File: config.mk
export PLATFORM = sky130hd
export DESIGN_NAME = cd_local_dxbar_2x4
export DESIGN_NICKNAME = d
export VERILOG_FILES = /design/src/rtl/cd_local_dxbar_2x4.sv
export SDC_FILE = /design/constraint.sdc
export NUM_CORES = 1
export LEC_CHECK = 0
export CAP_MARGIN = 20
export CORE_ASPECT_RATIO = 0.8
export CORE_MARGIN = 5
export CORE_UTILIZATION = 50
export CTS_BUF_LIST = sky130_fd_sc_hd__clkbuf_2
export CTS_CLUSTER_DIAMETER = 200
export DETAILED_ROUTE_END_ITERATION = 8
export GPL_ROUTABILITY_DRIVEN = 0
export PLACE_DENSITY = 0.85
export SLEW_MARGIN = 0
export SYNTH_ARGS = -nofsm -noshare
export SYNTH_HDL_FRONTEND = slang
export SYNTH_SLANG_ARGS = --single-unit
File: constraint.sdc
create_clock -name clk -period 2.1 [get_ports clk]
set_clock_uncertainty 0.2 [all_clocks]
set_input_delay 0.315 -clock clk [delete_from_list [all_inputs] [get_ports clk]]
set_output_delay 0.315 -clock clk [all_outputs]
set_load 0.1 [all_outputs]
File: src/rtl/cd_local_dxbar_2x4.sv
`default_nettype none
// ============================================================================
//  Module      : cd_local_dxbar_2x4
//  Description : Local diverge crossbar on the reply path. Two converged reply
//                inputs are steered to four router outputs by the 2-bit
//                destination field carried in each flit. Each output owns a
//                registered one-entry slot and a two-way round-robin arbiter.
//  Revision    : 1.0 - initial release
// ============================================================================
module cd_local_dxbar_2x4 #(
    parameter int DATA_W  = 64,
    parameter int DST_LSB = 0
) (
    input  logic                clk,
    input  logic                reset,      // asynchronous, active-low
    input  logic [1:0]          cv_si_r,
    output logic [1:0]          cv_ri_r,
    input  logic [2*DATA_W-1:0] cv_di_r,
    output logic [3:0]          out_so,
    input  logic [3:0]          out_ro,
    output logic [4*DATA_W-1:0] out_do
);

    localparam int c_NUM_IN  = 2;
    localparam int c_NUM_OUT = 4;

    // Per-input flit and its destination field
    logic [DATA_W-1:0]   w_flit [c_NUM_IN];
    logic [1:0]          w_dst  [c_NUM_IN];

    // Per-output request vector, arbitration result and slot control
    logic [c_NUM_IN-1:0] w_req  [c_NUM_OUT];
    logic [c_NUM_IN-1:0] w_gnt  [c_NUM_OUT];
    logic [c_NUM_OUT-1:0] w_can_acc;
    logic [c_NUM_OUT-1:0] w_acc;
    logic [c_NUM_OUT-1:0] w_drain;
    logic [c_NUM_OUT-1:0] w_sel;           // index of the winning input
    logic [c_NUM_IN-1:0]  w_rdy;

    // Output slots and round-robin pointers
    logic [c_NUM_OUT-1:0] r_full;
    logic [c_NUM_OUT-1:0] r_ptr;
    logic [DATA_W-1:0]    r_data [c_NUM_OUT];

    generate
        for (genvar gi = 0; gi < c_NUM_IN; gi++) begin : g_in
            assign w_flit[gi] = cv_di_r[DATA_W*gi +: DATA_W];
            assign w_dst[gi]  = w_flit[gi][DST_LSB +: 2];
        end

        for (genvar go = 0; go < c_NUM_OUT; go++) begin : g_out
            assign out_so[go]                    = r_full[go];
            assign out_do[DATA_W*go +: DATA_W]   = r_data[go];
        end
    endgenerate

    // Request decode and per-output round-robin arbitration
    always_comb begin
        for (int o = 0; o < c_NUM_OUT; o++) begin
            for (int i = 0; i < c_NUM_IN; i++) begin
                w_req[o][i] = cv_si_r[i] & (w_dst[i] == 2'(o));
            end
            // A full slot that drains this cycle can take a new flit at once
            w_can_acc[o] = ~r_full[o] | out_ro[o];
            // Two requesters: pointer decides; one requester: it wins
            w_sel[o]     = (&w_req[o]) ? r_ptr[o] : w_req[o][1];
            w_acc[o]     = (|w_req[o]) & w_can_acc[o];
            w_gnt[o]     = w_acc[o] ? (w_sel[o] ? 2'b10 : 2'b01) : 2'b00;
            w_drain[o]   = r_full[o] & out_ro[o];
        end
    end

    // Input ready: an input targets one output only, so OR of grants is safe
    always_comb begin
        w_rdy = '0;
        for (int o = 0; o < c_NUM_OUT; o++) begin
            w_rdy = w_rdy | w_gnt[o];
        end
        // No handshakes can complete while reset is held
        cv_ri_r = reset ? w_rdy : 2'b00;
    end

    // Output slot, data register and round-robin pointer update
    always_ff @(posedge clk or negedge reset) begin
        if (!reset) begin
            r_full <= '0;
            r_ptr  <= '0;
            for (int o = 0; o < c_NUM_OUT; o++) begin
                r_data[o] <= '0;
            end
        end else begin
            for (int o = 0; o < c_NUM_OUT; o++) begin
                if (w_acc[o]) begin
                    r_full[o] <= 1'b1;
                    r_data[o] <= w_flit[w_sel[o]];
                    // Hand priority to the other input
                    r_ptr[o]  <= ~w_sel[o];
                end else if (w_drain[o]) begin
                    r_full[o] <= 1'b0;
                    r_data[o] <= '0;
                end
            end
        end
    end

endmodule
`default_nettype wire

==> impl_metrics.json <==
{
  "status": "complete, but fails checks",
  "failed_checks": "setup timing",
  "cell_internal_pwr_mw": 9.83,
  "max_slew.worst_pin.slew_ps": 853,
  "row_count": 54,
  "antenna_violations_before_repair": 3,
  "count_of_input_and_output_buffers": 397,
  "finalMaxSlewViolations": 0,
  "tns_ps": -1010,
  "timing.final.crit_period_ps": 2610,
  "yosysSeqAreaShare_pct": 48.4,
  "clock_power_share_pct": 17.9,
  "ff_latch_area_um2": 6620,
  "routed-via-count": 14300,
  "numClockSinks": 264,
  "grt_setup_unrepaired": "true",
  "synth_flop_cell": "sky130_fd_sc_hd__dfrtp_1",
  "worstSetupStartpointType": "flop",
  "total_leakage_power_nw": 8.89,
  "fmax_mhz": 383,
  "topRoutingLayerUsed": "met4",
  "clock_tree_from_tritoncts": "built",
  "numCtsBuffers": 68,
  "ys_async_sr_fraction_pct": 100,
  "max_cap_viol_count": 0,
  "route.detailed.vias_per_inst": 6.47,
  "crit_path_max_fo": 2,
  "met2_wirelength_mm": 26.9,
  "post_route_cells_drive_above_1_share_pct": 34.4,
  "post_route_met1_wirelength_mm": 20.2,
  "first_global_vias": 14900,
  "synthesis.area_um2": 13700,
  "floorplan.initialDensity_pct": 50.4,
  "die-area_um2": 30800,
  "dp.cells": 1998,
  "crit_arrival_ps": 2100,
  "synth.distinct_cells": 32,
  "dr.first_iter.drc_count": 1610,
  "grt_pass1_wl_mm": 85.2,
  "flow.area_growth_from_synthesis_pct": 46.1,
  "share_comb_of_total_power_pct": 50.3,
  "nFillCells": 1761,
  "hold-worst-slack_ps": 44.6,
  "layoutNonFillerInstCount": 2208,
  "route.detailed.drc": 0,
  "timing.max_slew.rel_slack_pct": 43.1,
  "final_core_util_pct": 73.7,
  "setup-violations-final": 3,
  "clk_latency_ps": 770,
  "report.final.hold_viol_count": 0,
  "total_switching_power_mw": 10.5,
  "number_of_flops_mapped_to_enable_cells_by_yosys": 0,
  "period_share_pct": 124,
  "dr_wl_met3_mm": 6.84,
  "firstDrtPassIters": 7,
  "ys_seq_elements": 264,
  "grt_overflow": 0,
  "design_power_total_mw": 20.3,
  "irDropWorstVdd_mv": 0.775,
  "final.setup.worst_slack_ps": -513,
  "place_hpwl_mm": 36.6,
  "cp-end-kind": "output pin",
  "setup.worst_path.class": "flop to output pin",
  "dpl_worst_slack_ps": -370,
  "power.switching_fraction_pct": 51.7,
  "core_um2": 27100,
  "cts.clk_slew.worst_paths_ps": 130,
  "power_frac_seq_pct": 31.8,
  "syn-num-nets": 1421,
  "gr-usage-all-layers_pct": 35.1,
  "min_path_type": "input pin to async pin",
  "synth_area_per_inst_um2": 10.6,
  "drt-wirelength-per-cell_um": 25.8,
  "clock_tree.htree_level_count": 3,
  "clock_root_buffer": "sky130_fd_sc_hd__clkbuf_2",
  "die_h_um": 158,
  "critical_path_required_ps": 1580,
  "fin_nets": 1941,
  "synth_cells": 1285,
  "multi_input_area_um2": 5300,
  "die_w_um": 195,
  "largest_net_degree_at_the_start_of_global_routing": 143,
  "postRouteAntennaNets": 0,
  "ys_warn_count": 0,
  "pwr_density_cell_nw_per_um2": 1020,
  "postLayoutCellArea_um2": 20000,
  "drt-total-wl_mm": 57.1,
  "clk_path_buf_depth": 3,
  "placed_area_um2": 17900,
  "boundaryPins": 398
}
==> power groups by stage <==
stage | Sequential, mW | Combinational (mW) | Clock [mW]
2_1_floorplan | 11.7 | 1.85 | 0
3_3_place_gp | 6.45 | 9.63 | 0
3_5_place_dp | 6.47 | 9.76 | 0
4_1_cts | 6.39 | 9.96 | 3.70
5_1_grt | 6.53 | 10.5 | 3.99
6_report | 6.47 | 10.2 | 3.63
==> area by class of cell <==
cell class                 count  area share, %
sequential                   264           33.2
timing repair buffer         589           29.2
multi-input combinational    571           26.6
inverter                     311           5.85
clock buffer                  91           2.28
tap                          364           2.28
clock inverter                15          0.677
antenna                        3         0.0376
==> sequential cells by signal, indices dropped and copies added (netlist names) <==
register	count
out_do	256
out_so	4
r_ptr	4
==> path summary, 6_finish.rpt <==
check                            start           to  slack (ps)  cells after the start
max                           r_ptr[0]   cv_ri_r[1]        -510                      4
min                              reset  out_do[233]          40                      3
max reg2reg                   r_ptr[0]   out_do[28]         160                      5
min reg2reg                 out_do[65]   out_do[65]         320                      1
max in group asynchronous        reset  out_do[215]         910                      3
min in group clk           cv_di_r[80]  out_do[144]          80                      3
==> kinds of logic after synthesis <==
logic type | Yosys count | synth area share [%]
AOI/OAI and AO/OA | 270 | 23.9
DFF | 264 | 48.4
and+or+nand+nor | 301 | 13.8
buffers and inverters | 450 | 14.0
==> synthesized netlist by cell type, types with 3 or more instances <==
cell,number,share of area (%)
sky130_fd_sc_hd__nand2_1,7,0.19
sky130_fd_sc_hd__nand2b_1,6,0.27
sky130_fd_sc_hd__o31a_1,4,0.26
sky130_fd_sc_hd__a21boi_0,4,0.22
sky130_fd_sc_hd__and3b_1,4,0.26
sky130_fd_sc_hd__nor2_1,5,0.14
sky130_fd_sc_hd__o221ai_2,148,16
sky130_fd_sc_hd__nand4bb_1,3,0.25
sky130_fd_sc_hd__buf_6,22,1.8
sky130_fd_sc_hd__nand4_1,249,11
sky130_fd_sc_hd__dfrtp_1,264,48
sky130_fd_sc_hd__nor3_1,4,0.15
sky130_fd_sc_hd__nand4b_1,3,0.19
sky130_fd_sc_hd__buf_1,4,0.11
sky130_fd_sc_hd__inv_1,311,8.5
sky130_fd_sc_hd__buf_2,44,1.6
sky130_fd_sc_hd__nand3_1,10,0.37
sky130_fd_sc_hd__o221ai_1,100,6.4
sky130_fd_sc_hd__o21bai_1,4,0.22
sky130_fd_sc_hd__clkbuf_1,68,1.9
sky130_fd_sc_hd__nor2b_1,4,0.18
==> cell usage in the layout, fill, tap and decap left out, drive strengths merged, types with 6 or more instances in the layout <==
master and n:
inv 312, buf 360, dfrtp 264, dlygate4sd3 95, o221ai 248, nand4 249, clkbuf 91, nand2b 6
nand2 7, clkinv 11, nand3 11, clkdlybuf4s50 134
==> routing by layer <==
metal | GRT usage, % | vias up
li1 | - | 5889
met1 | 43.1 | 6880
met3 | 9.53 | 272
met5 | 0 | -
met2 | 57.4 | 1243
met4 | 19.0 | 0
==> worst max-delay path, cell delays in order, from the launching register on <==
cell                      delay, ps
sky130_fd_sc_hd__dfrtp_1        410
sky130_fd_sc_hd__or4b_4         520
sky130_fd_sc_hd__nand3_4        110
sky130_fd_sc_hd__a41oi_4        130
sky130_fd_sc_hd__buf_12         190
==> repair_timing <==
action | CTS | global route
hold endpoints to repair | 438 | 1
buffers inserted | 4 | 2
gates resized for setup | 23 | 96
setup endpoints to repair | 23 | 92
hold buffers | 94 | 1
pin swaps | 2 | 1
Power figures use the tool's default switching activity.
